--- src/rtl/spi_pkg.sv ---
// Shared definitions for the SPI slave: frame-width default and FSM state type.
package spi_pkg;

    localparam int unsigned SPI_DATA_W = 8;

    typedef enum logic {
        IDLE   = 1'b0,
        ACTIVE = 1'b1
    } spi_state_e;

endpackage

--- src/rtl/spi_sync.sv ---
// Multi-flop synchronizer for one asynchronous pin, with rise/fall detection
// on the synchronized value against its previous-cycle copy.
module spi_sync #(
    parameter int unsigned STAGES    = 2,
    parameter logic        RESET_VAL = 1'b0
) (
    input  logic i_clk,
    input  logic i_rst_n,
    input  logic i_async,
    output logic o_sync,
    output logic o_rise,
    output logic o_fall
);

    logic [STAGES-1:0] r_chain;
    logic              r_prev;

    // Shift the pin through the chain; reset parks it at the pin's idle level.
    always_ff @(posedge i_clk) begin
        if (!i_rst_n) begin
            r_chain <= {STAGES{RESET_VAL}};
            r_prev  <= RESET_VAL;
        end else begin
            r_chain <= (r_chain << 1) | STAGES'(i_async);
            r_prev  <= r_chain[STAGES-1];
        end
    end

    // Edge pulses are one clk cycle wide.
    always_comb begin
        o_sync = r_chain[STAGES-1];
        o_rise = o_sync & ~r_prev;
        o_fall = ~o_sync & r_prev;
    end

endmodule

--- src/rtl/spi_slave.sv ---
// SPI mode-0 slave with a single-word transmit holding register.
// Bit order: MSB first by default; define SPI_SLAVE_LSB_FIRST_EN for LSB first.
module spi_slave
    import spi_pkg::*;
#(
    parameter int unsigned DATA_W      = SPI_DATA_W,
    parameter int unsigned SYNC_STAGES = 2
) (
    input  logic              clk,
    input  logic              rst_n,
    input  logic              SCLK,
    input  logic              SS,
    input  logic              MOSI,
    output logic              MISO,
    output logic              MISO_oe,
    input  logic [DATA_W-1:0] tx_data,
    input  logic              tx_valid,
    output logic              tx_ready,
    output logic [DATA_W-1:0] rx_data,
    output logic              rx_valid,
    output logic              busy
);

    localparam int unsigned     CNT_W    = (DATA_W > 1) ? $clog2(DATA_W) : 1;
    localparam logic [CNT_W-1:0] CNT_LAST = CNT_W'(DATA_W - 1);

    spi_state_e        r_state;
    spi_state_e        w_state_next;
    logic [CNT_W-1:0]  r_cnt;
    logic [DATA_W-1:0] r_rx_shift;
    logic [DATA_W-1:0] r_tx_shift;
    logic [DATA_W-1:0] r_rx_data;
    logic              r_rx_valid;
    logic [DATA_W-1:0] r_hold;
    logic              r_hold_full;
    logic              r_skip_fall;

    logic w_sclk_sync, w_sclk_rise, w_sclk_fall;
    logic w_ss_sync, w_ss_rise, w_ss_fall;
    logic w_mosi, w_mosi_rise, w_mosi_fall;
    logic w_unused_edges;

    logic              w_start, w_abort, w_rise, w_fall, w_last, w_load, w_wr;
    logic [DATA_W-1:0] w_load_word, w_rx_next, w_tx_next;
    logic              w_tx_bit;

    spi_sync #(.STAGES(SYNC_STAGES), .RESET_VAL(1'b0)) u_sync_sclk (
        .i_clk   (clk),
        .i_rst_n (rst_n),
        .i_async (SCLK),
        .o_sync  (w_sclk_sync),
        .o_rise  (w_sclk_rise),
        .o_fall  (w_sclk_fall)
    );

    spi_sync #(.STAGES(SYNC_STAGES), .RESET_VAL(1'b1)) u_sync_ss (
        .i_clk   (clk),
        .i_rst_n (rst_n),
        .i_async (SS),
        .o_sync  (w_ss_sync),
        .o_rise  (w_ss_rise),
        .o_fall  (w_ss_fall)
    );

    spi_sync #(.STAGES(SYNC_STAGES), .RESET_VAL(1'b0)) u_sync_mosi (
        .i_clk   (clk),
        .i_rst_n (rst_n),
        .i_async (MOSI),
        .o_sync  (w_mosi),
        .o_rise  (w_mosi_rise),
        .o_fall  (w_mosi_fall)
    );

    // Only edges of SCLK/SS and the level of MOSI drive the design.
    assign w_unused_edges = ^{w_sclk_sync, w_ss_sync, w_mosi_rise, w_mosi_fall};

    // FSM state register.
    always_ff @(posedge clk) begin
        if (!rst_n) begin
            r_state <= IDLE;
        end else begin
            r_state <= w_state_next;
        end
    end

    // FSM next state: frame boundaries follow the synchronized SS edges.
    always_comb begin
        w_state_next = r_state;
        case (r_state)
            IDLE:    if (w_ss_fall) w_state_next = ACTIVE;
            ACTIVE:  if (w_ss_rise) w_state_next = IDLE;
            default: w_state_next = IDLE;
        endcase
    end

    // FSM outputs: MISO is only driven while selected.
    always_comb begin
        busy     = (r_state == ACTIVE);
        MISO_oe  = (r_state == ACTIVE);
        MISO     = (r_state == ACTIVE) ? w_tx_bit : 1'b0;
        tx_ready = ~r_hold_full;
        rx_data  = r_rx_data;
        rx_valid = r_rx_valid;
    end

    // Datapath control decode; SS release takes priority over a coincident SCLK edge.
    always_comb begin
        w_start     = (r_state == IDLE) && w_ss_fall;
        w_abort     = (r_state == ACTIVE) && w_ss_rise;
        w_rise      = (r_state == ACTIVE) && !w_ss_rise && w_sclk_rise;
        w_fall      = (r_state == ACTIVE) && !w_ss_rise && w_sclk_fall;
        w_last      = w_rise && (r_cnt == CNT_LAST);
        w_load      = w_start || w_last;
        // A load always sees the pre-write holding state, so a same-cycle write waits.
        w_load_word = r_hold_full ? r_hold : '1;
        w_wr        = tx_valid && !r_hold_full;
`ifdef SPI_SLAVE_LSB_FIRST_EN
        w_rx_next   = {w_mosi, r_rx_shift[DATA_W-1:1]};
        w_tx_next   = {1'b0, r_tx_shift[DATA_W-1:1]};
        w_tx_bit    = r_tx_shift[0];
`else
        w_rx_next   = {r_rx_shift[DATA_W-2:0], w_mosi};
        w_tx_next   = {r_tx_shift[DATA_W-2:0], 1'b0};
        w_tx_bit    = r_tx_shift[DATA_W-1];
`endif
    end

    // Shift registers, bit counter, received word and holding register.
    always_ff @(posedge clk) begin
        if (!rst_n) begin
            r_cnt       <= '0;
            r_rx_shift  <= '0;
            r_tx_shift  <= '0;
            r_rx_data   <= '0;
            r_rx_valid  <= 1'b0;
            r_hold      <= '0;
            r_hold_full <= 1'b0;
            r_skip_fall <= 1'b0;
        end else begin
            r_rx_valid <= w_last;
            if (w_last) begin
                r_rx_data <= w_rx_next;
            end

            if (w_start || w_abort) begin
                r_cnt      <= '0;
                r_rx_shift <= '0;
            end else if (w_rise) begin
                r_cnt      <= w_last ? '0 : r_cnt + 1'b1;
                r_rx_shift <= w_rx_next;
            end

            if (w_load) begin
                r_tx_shift <= w_load_word;
            end else if (w_fall && !r_skip_fall) begin
                r_tx_shift <= w_tx_next;
            end

            // After a back-to-back reload the next falling edge keeps the new first bit.
            if (w_start) begin
                r_skip_fall <= 1'b0;
            end else if (w_last) begin
                r_skip_fall <= 1'b1;
            end else if (w_fall) begin
                r_skip_fall <= 1'b0;
            end

            if (w_wr) begin
                r_hold      <= tx_data;
                r_hold_full <= 1'b1;
            end else if (w_load) begin
                r_hold_full <= 1'b0;
            end
        end
    end

endmodule
--- config.mk ---
export PLATFORM = sky130hd
export DESIGN_NAME = spi_slave
export DESIGN_NICKNAME = d
export VERILOG_FILES = /design/src/rtl/spi_pkg.sv /design/src/rtl/spi_sync.sv /design/src/rtl/spi_slave.sv
export SDC_FILE = /design/constraint.sdc
export NUM_CORES = 1
export LEC_CHECK = 0
export ABC_AREA = 1
export BUFFER_PORTS_ARGS = -buffer_cell sky130_fd_sc_hd__buf_2
export CORE_UTILIZATION = 44
export DETAILED_ROUTE_END_ITERATION = 7
export PLACE_DENSITY = 0.7
export SLEW_MARGIN = 25
export SYNTH_ARGS = -nofsm -noshare
export SYNTH_HDL_FRONTEND = slang
export SYNTH_SLANG_ARGS = --single-unit
--- constraint.sdc ---
create_clock -name clk -period 2.7 [get_ports clk]
set_clock_uncertainty 0.05 [all_clocks]
set_input_delay 0.135 -clock clk [delete_from_list [all_inputs] [get_ports clk]]
set_output_delay 0.135 -clock clk [all_outputs]
set_load 0.05 [all_outputs]
==> After elaboration in Yosys (flattened, before gate mapping) <==
Index checks and enable logic that the tools add are counted.
{ "classes": {"addsub": 1, "n_eq_ne": 1, "n_mux": 12, "n_bitwise": 14, "reduce_logical": 18} }
{ "op_table": {"columns": ["operator", "count"], "rows": [
  ["8-bit 2-to-1 mux", 3],
  ["1-bit logical AND", 8],
  ["1-bit 2-to-1 mux", 7],
  ["1-bit NOT", 7],
  ["2-bit by 1-bit OR with 2-bit output", 3],
  ["2-bit nonzero test", 3],
  ["1-bit bitwise AND", 4],
  ["2-bit OR reduction", 2],
  ["3-bit by 1-bit adder with 3-bit output, second input constant", 1],
  ["3-bit == test, second input constant", 1],
  ["1-bit zero test", 3],
  ["3-bit 2-to-1 mux", 1],
  ["1-bit logical OR", 2],
  ["1-bit case mux with 2 select lines", 1]
]} }
{ "word_totals": {"reg_bits": 46, "in_bits": 14, "out_inout_bits": 13, "word_cells": 60} }

==> Logic depth before layout (Yosys ltp) <==
Gate-level depths: netlist of run 1.
{ "logic_depth": {"ltp_word": 9, "depth_mapped": 8, "mapped_depth_nobuf": 8} }

==> Modules after synthesis <==
Synthesis of run 1 repeated with hierarchy kept, for this count alone.
{ "hier_totals": {"hier_cells": 238, "area_unflattened_um2": 1875.5} }
{ "by_module_without_submodules": {"columns": ["mod", "n_inst", "cells_each", "area_per_inst_um2", "seq_area_each_um2"], "rows": [
  ["spi_slave", 1, 200, 1581.5, 760.7],
  ["spi_sync (u_sync_mosi ...)", 2, 13, 100.1, 60.1],
  ["spi_sync (u_sync_ss)", 1, 12, 93.8, 60.1]
]} }

==> Worst setup path before layout of run 1 <==
No wires, ideal clock.
{ "synth_timing": {"path_type": "register to register", "start": "reg r_state, in the netlist MISO_oe", "end": "reg r_cnt[0]", "setup_ns": 0.125, "arrival_time_ns": 1.395, "required_ns": 2.525, "slack_ns": 1.130, "path_stages_with_launch": 7, "path_buffers": 1, "period_less_slack_ns": 1.570, "path_cell_list": "dfxtp_1 > nand2_1 > inv_1 > nand2_1 > buf_2 > xor2_1 > nor3_2"} }
{ "synth_via": {"elab_chain_len": 4, "word_cells_on_any_way": 9, "cone_classes": "mux (1); bitwise (1); reduce/logical (7)"} }
{ "synth_lines": {"columns": ["element", "line_no", "rtl"], "rows": [
  ["start: declaration", "spi_slave.sv:27", "spi_state_e r_state;"],
  ["start signal: assignment", "spi_slave.sv:82", "r_state <= w_state_next;"],
  ["1-bit logical AND or 1-bit NOT (tied branches)", "spi_slave.sv:110, spi_slave.sv:108", null],
  ["1-bit logical AND (on tied branches)", "spi_slave.sv:110, spi_slave.sv:108", null],
  ["1-bit logical AND or 1-bit logical OR (tied branches)", "spi_slave.sv:112, spi_slave.sv:145", null],
  ["3-bit 2-to-1 mux or 2-bit OR reduction (tied branches)", null, null],
  ["end signal: assignment", "spi_slave.sv:149", "r_cnt <= w_last ? '0 : r_cnt + 1'b1;"],
  ["end: declaration", "spi_slave.sv:29", "logic [CNT_W-1:0] r_cnt;"]
]} }
Parallel ways exist; a longest one is shown, timed or not.
A chain may end at the register's enable or synchronous reset.

==> Final worst setup path of run 1 <==
{ "layout_timing": {"start": "reg r_cnt[0]", "end": "reg r_rx_data[7], in the netlist rx_data[7]"} }
{ "layout_via": {"elab_chain_len": 2} }
{ "layout_lines": {"columns": ["element", "line_no", "rtl"], "rows": [
  ["3-bit == test", "spi_slave.sv:112", "w_last = w_rise && (r_cnt == CNT_LAST);"],
  ["1-bit logical AND", "spi_slave.sv:112", null],
  ["end signal: assignment", "spi_slave.sv:142", "r_rx_data <= w_rx_next;"],
  ["end: declaration", "spi_slave.sv:32", "logic [DATA_W-1:0] r_rx_data;"]
]} }
Every way passes these cells.

==> out/metrics.cfg, run 1 <==
[cells_and_area]
multiInputGateArea_um2 = 742
nNetsFinal = 273
layout-drive-gt1-share_pct = 18.2
regArea_um2 = 921
area_growth_pct = 15.8
final_common_cell = nand2_1
num_antenna_cells = 0
n_fill_cell = 373
final_cell_mix = nand2_1, dfxtp_1, nor2_1

[clock_network]
htree_levels = 2
clkLatencyLatePin_ns = 0.30
clockBufferDepth = 2
cts-root-buf = clkbuf_8
clk_pin_slew_worst_paths_ns = 0.08
numCtsBuffers = 5
cts_sinks = 46
cts_setup_buffers = 0
postCtsResizedCells = 0
ctsHoldBuffers = 3
cts_tree = done

[synthesis]
yosysWarningCount = 0
ys_seq_elements = 46
ys_types = 25
syn_nets = 245
syn_area_per_cell_um2 = 7.83
ys_seq_area_share_pct = 51.4
synth_flop_cell = dfxtp_1
synth-edff-count = 0
syn_inst = 229
syn_area_um2 = 1790
async_reset_ff_share_pct = 0

[place]
numPortBuffers = 26
gp_congestion = 0.802
dp_slack_ns = 0.980
dp.final_hpwl_mm = 2.27

[die]
placeableCoreArea_um2 = 3770
die-height_um = 65.8
start_util_pct = 47.5
ios = 27
die_x_um = 65.8
die_area_um2 = 4330
num_rows = 22

[hold_path]
min_path_type = in2reg

[timing]
fmaxAchievable_ghz = 0.582
period_needed_ns = 1.72
fin_crit_sh_pct = 63.7
rsz0062_at_grt = no
holdWs_ns = 0.0331
worstMarginPinSlew_ns = 0.423
fin_ws_ns = 0.980
final_max_slew_viol_count = 0
relSlewSlack_pct = 71.8
setup_viol = 0
hold_viol_final = 0
timing.setup.tns_ns = 0

[worst_setup_path]
cpLargestDelayFamily = simple AND/OR/NAND/NOR gates
slowest_stage = dfxtp_1
crit_type = reg2reg
end_kind = register
max_stage_delay_ns = 0.33
critPathLaunchType = register
cp.arrival_ns = 1.87
crit_chain = ha_1, ha_1, nand4_4, clkinv_1, nor2_1, nor2_1
required_ns = 2.85
critPathBufInv = 1
cp_max_fo = 19

[route]
ant_nets = 0
drc = 0
wirelength_mm = 3.31
dr.first_iter.drc_count = 62
viasPerCell = 4.79
vias = 1465
drt-wirelength-per-cell_um = 10.8
drt_first_pass_iters = 4

[power_and_ir_drop]
power.total_uw = 1310
irDropWorstVdd_v = 0.000386
p_per_area_nw_per_um2 = 632
power.leakage_uw = 0.000946

[job]
max_cap_viol_count = 0

[global_routing]
grt.overflow.total = 0
grt.total_usage_pct = 18.1
antenna_found_initial = 0
grt_pass1_vias = 1369
grt_start_max_net_pins = 27
grt_pass1_wl_mm = 5.89

[run_status]
status = completed

per-layer routing:
layer	global-route usage [%]	part of all wire, %	vias up
met5	0	0	-
met4	7.34	1.7	0
met3	5.17	3.5	5
met2	30.0	44	23
met1	21.9	51	654
li1	-	-	783
stage by stage:
stage / utilization [%] / instances / instance area, µm²
3_5_place_dp: 51.3 / 295 / 1940
4_1_cts: 55.0 / 306 / 2080
2_1_floorplan: - / 229 / 1790
3_3_place_gp: 51.3 / 295 / 1940
5_1_grt: 55.0 / 306 / 2080
6_report: 55.0 / 306 / 2080
power by group:
| group | internal, µW | leakage [µW] | switching (µW) | total (µW) |
|---|---|---|---|---|
| Clock | 276 | 0.0000514 | 227 | 503 |
| Combinational | 33.7 | 0.000520 | 61.9 | 95.7 |
| Sequential | 700 | 0.000375 | 12.6 | 713 |
registers in the layout (all words and copies together), names as in the netlist, 2 cells and up:
register	cells
u_sync_sclk.r_chain	2
r_cnt	3
rx_data	8
r_rx_shift	7
u_sync_mosi.r_chain	2
r_hold	8
u_sync_ss.r_chain	2
r_tx_shift	8
worst reg2reg max path, delay by kind of cell, from the launching register on:
kind,cells,cell delay [ns]
DFF,1,0.33
buffers and inverters,1,0.33
adders and majority gates,2,0.42
and+or+nand+nor,3,0.49
layout make-up:
cell class	instances	area share (%)
flip-flops and latches	46	44.4
multi-input cells	153	35.7
repair buffers	29	7.72
inverters	22	3.98
clock buffers	6	3.50
well taps	48	2.89
clock inverters	2	1.81
cell families after synthesis:
kind of cell               count (synthesis)  synth area share (%)
and+or+nand+nor                          105                  26.0
adders and majority gates                  2                  1.40
DFF                                       46                  51.4
AOI/OAI and AO/OA                         45                  13.5
buffers and inverters                     30                  7.26
xor gates and xnor gates                   1                 0.489
synth_stat cells (2+ instances only):
master | n | area, µm²
nand3_1 | 9 | 45.0
nand3_2 | 2 | 20.0
clkbuf_1 | 2 | 7.51
inv_2 | 4 | 15.0
a21oi_1 | 21 | 105
ha_1 | 2 | 25.0
clkinv_1 | 3 | 11.3
inv_1 | 15 | 56.3
buf_2 | 2 | 10.0
nor2_1 | 32 | 120
o21ai_0 | 23 | 115
nand2_1 | 54 | 203
dfxtp_1 | 46 | 921
or2_2 | 2 | 12.5
buf_4 | 2 | 15.0
path summary, 6_finish.rpt:
path                                         from                         endpoint  slack, ns  depth (start not counted)
setup / recovery            r_cnt[0]$_SDFFE_PP0P_          rx_data[7]$_SDFFE_PN0P_       0.98                          6
hold / removal                         tx_data[0]           r_hold[0]$_SDFFE_PN0P_       0.03                          3
setup reg to reg            r_cnt[0]$_SDFFE_PP0P_          rx_data[7]$_SDFFE_PN0P_       0.98                          6
hold reg to reg   u_sync_ss.r_chain[0]$_SDFF_PN1_  u_sync_ss.r_chain[1]$_SDFF_PN1_       0.37                          1
(Power assumes the default switching activity.)
==> inputs of run 2 (changes only) <==
--- a/config.mk
+++ b/config.mk
@@ -9,7 +9,7 @@
 export BUFFER_PORTS_ARGS = -buffer_cell sky130_fd_sc_hd__buf_2
 export CORE_UTILIZATION = 44
 export DETAILED_ROUTE_END_ITERATION = 7
-export PLACE_DENSITY = 0.7
+export PLACE_DENSITY = 0.73
 export SLEW_MARGIN = 25
 export SYNTH_ARGS = -nofsm -noshare
 export SYNTH_HDL_FRONTEND = slang
==> constraint.sdc (replaced) <==
create_clock -name clk -period 1.5 [get_ports clk]
set_clock_uncertainty 0.05 [all_clocks]
set_input_delay 0.075 -clock clk [delete_from_list [all_inputs] [get_ports clk]]
set_output_delay 0.075 -clock clk [all_outputs]
set_load 0.05 [all_outputs]
==> out/metrics.cfg, run 2 (synthesis results as in run 1) <==
[worst_setup_path]
r2r-start = r_cnt[1]$_SDFFE_PP0P_
critPathLaunchType = register
path_depth = 8
cp.arrival_ns = 1.59
crit_chain = ha_4, ha_4, nand4_4, buf_6, nand3_1, nand2_1, nor2_1, nor2_1
r2r_end = r_tx_shift[4]$_SDFFE_PN0P_
rrSetupSlack_ns = 0.06
cpLargestDelayFamily = simple AND/OR/NAND/NOR gates
reg2regPathDepth = 8
cp_max_fo = 7
slowest_stage = dfxtp_2
crit_type = reg2reg
required_ns = 1.65
critPathBufInv = 1
end_kind = register
startpoint = r_cnt[1]$_SDFFE_PP0P_
max_stage_delay_ns = 0.36

[job]
max_cap_viol_count = 0

[clock_network]
numCtsBuffers = 5
clkLatencyLatePin_ns = 0.30
clockBufferDepth = 2
clk_pin_slew_worst_paths_ns = 0.08
cts_sinks = 46
htree_levels = 2
cts_tree = done
cts-root-buf = clkbuf_8

[power_and_ir_drop]
p_per_area_nw_per_um2 = 1050
irDropWorstVdd_v = 0.000800
power.total_uw = 2400
power.leakage_uw = 0.00103

[hold_path]
min_path_type = in2reg
holdPathEnd = u_sync_ss.r_prev$_SDFF_PN1_
min_from = rst_n
min_path_cells = 2

[cells_and_area]
final_cell_mix = nand2_1, dfxtp_1, nor2_1
area_growth_pct = 28.0
final_core_utilization_pct = 60.8
final_common_cell = nand2_1
layout-drive-gt1-share_pct = 23.1
num_antenna_cells = 0
nNetsFinal = 292

[global_routing]
busiest_layer = met2
met1_usage_pct = 22.8
antenna_found_initial = 0
grt_start_max_net_pins = 17
grt.total_usage_pct = 19.8
grt_pass1_wl_mm = 6.35
grt_use_met2_pct = 33.2
gr-usage-met3_pct = 6.38
grt.overflow.total = 0
grt_pass1_vias = 1480

[route]
wirelength_mm = 3.64
ant_nets = 0
dr.first_iter.drc_count = 79
vias = 1546
viasPerCell = 4.76
drc = 0
drt_first_pass_iters = 4
drt-wirelength-per-cell_um = 11.2

[die]
die-height_um = 65.8
ios = 27
num_rows = 22
die_x_um = 65.8
placeableCoreArea_um2 = 3770
start_util_pct = 47.5
die_area_um2 = 4330

[place]
gp_congestion = 0.880
dp_slack_ns = -0.0310
dp.final_hpwl_mm = 2.26
numPortBuffers = 26

[run_status]
status = completed

[timing]
holdWs_ns = 0.0153
fin_crit_sh_pct = 96.2
fin_ws_ns = 0.0567
hold_viol_final = 0
relSlewSlack_pct = 74.3
final_max_slew_viol_count = 0
period_needed_ns = 1.44
rsz0062_at_grt = yes
worstMarginPinSlew_ns = 0.384
setup_viol = 0
fmaxAchievable_ghz = 0.693

## run 2: cell types whose count changed in the layout (fill, tap and decap cells not counted), moves of 2 or more
| cell | delta |
|---|---|
| buf_4 | +9 |
| dlygate4sd3_1 | +9 |
| dfxtp_1 | -3 |
| dfxtp_2 | +3 |
| ha_1 | -2 |
| ha_4 | +2 |
## run 2: per-stage QoR
step	setup TNS, ns	area, µm²	instances
final	0	2290	325
after global routing	-0.102	2290	325
after CTS	0	2270	325
after detailed placement	-0.0547	2010	304
after global placement	0	2010	304
after floorplan	0	1800	229
## run 2: worst max-delay path by stage
stage	end	slack [ns]
final	r_tx_shift[4]$_SDFFE_PN0P_	0.06
after global routing	r_tx_shift[3]$_SDFFE_PN0P_	-0.03
after CTS	r_tx_shift[5]$_SDFFE_PN0P_	0.02
after detailed placement	r_tx_shift[6]$_SDFFE_PN0P_	-0.03
after global placement	r_tx_shift[6]$_SDFFE_PN0P_	0.05
after floorplan	rx_data[7]$_SDFFE_PN0P_	0.08
## run 2: what timing repair did
| item | in CTS | in global routing |
|---|---|---|
| pin swaps | 1 | 3 |
| setup buffers | 1 | 0 |
| gates resized for setup | 5 | 7 |
| endpoints found under the hold margin | 12 | 0 |
| endpoints found under the setup margin | 9 | 16 |
| hold buffers | 12 | 0 |
## run 2: power by group
group | total, µW | leakage [µW] | internal [µW] | switching (µW)
Clock | 916 | 0.0000514 | 497 | 419
Sequential | 1290 | 0.000377 | 1260 | 23.7
Combinational | 203 | 0.000606 | 84.0 | 119
## run 2: cell type report
class                   instances  area, µm²
fillers                       349       1480
flip-flops and latches         46        925
multi-input cells             153        785
repair buffers                 48        329
inverters                      22       86.3
clock buffers                   6       72.6
well taps                      48       60.1
clock inverters                 2       37.5
## run 2: routing by layer
layer  up-vias  wire [µm]  share of wire (%)
met5         -          0                  0
met3         6        154                4.2
met4         0         65                1.8
li1        824          -                  -
met2        40       1690                 46
met1       676       1740                 48
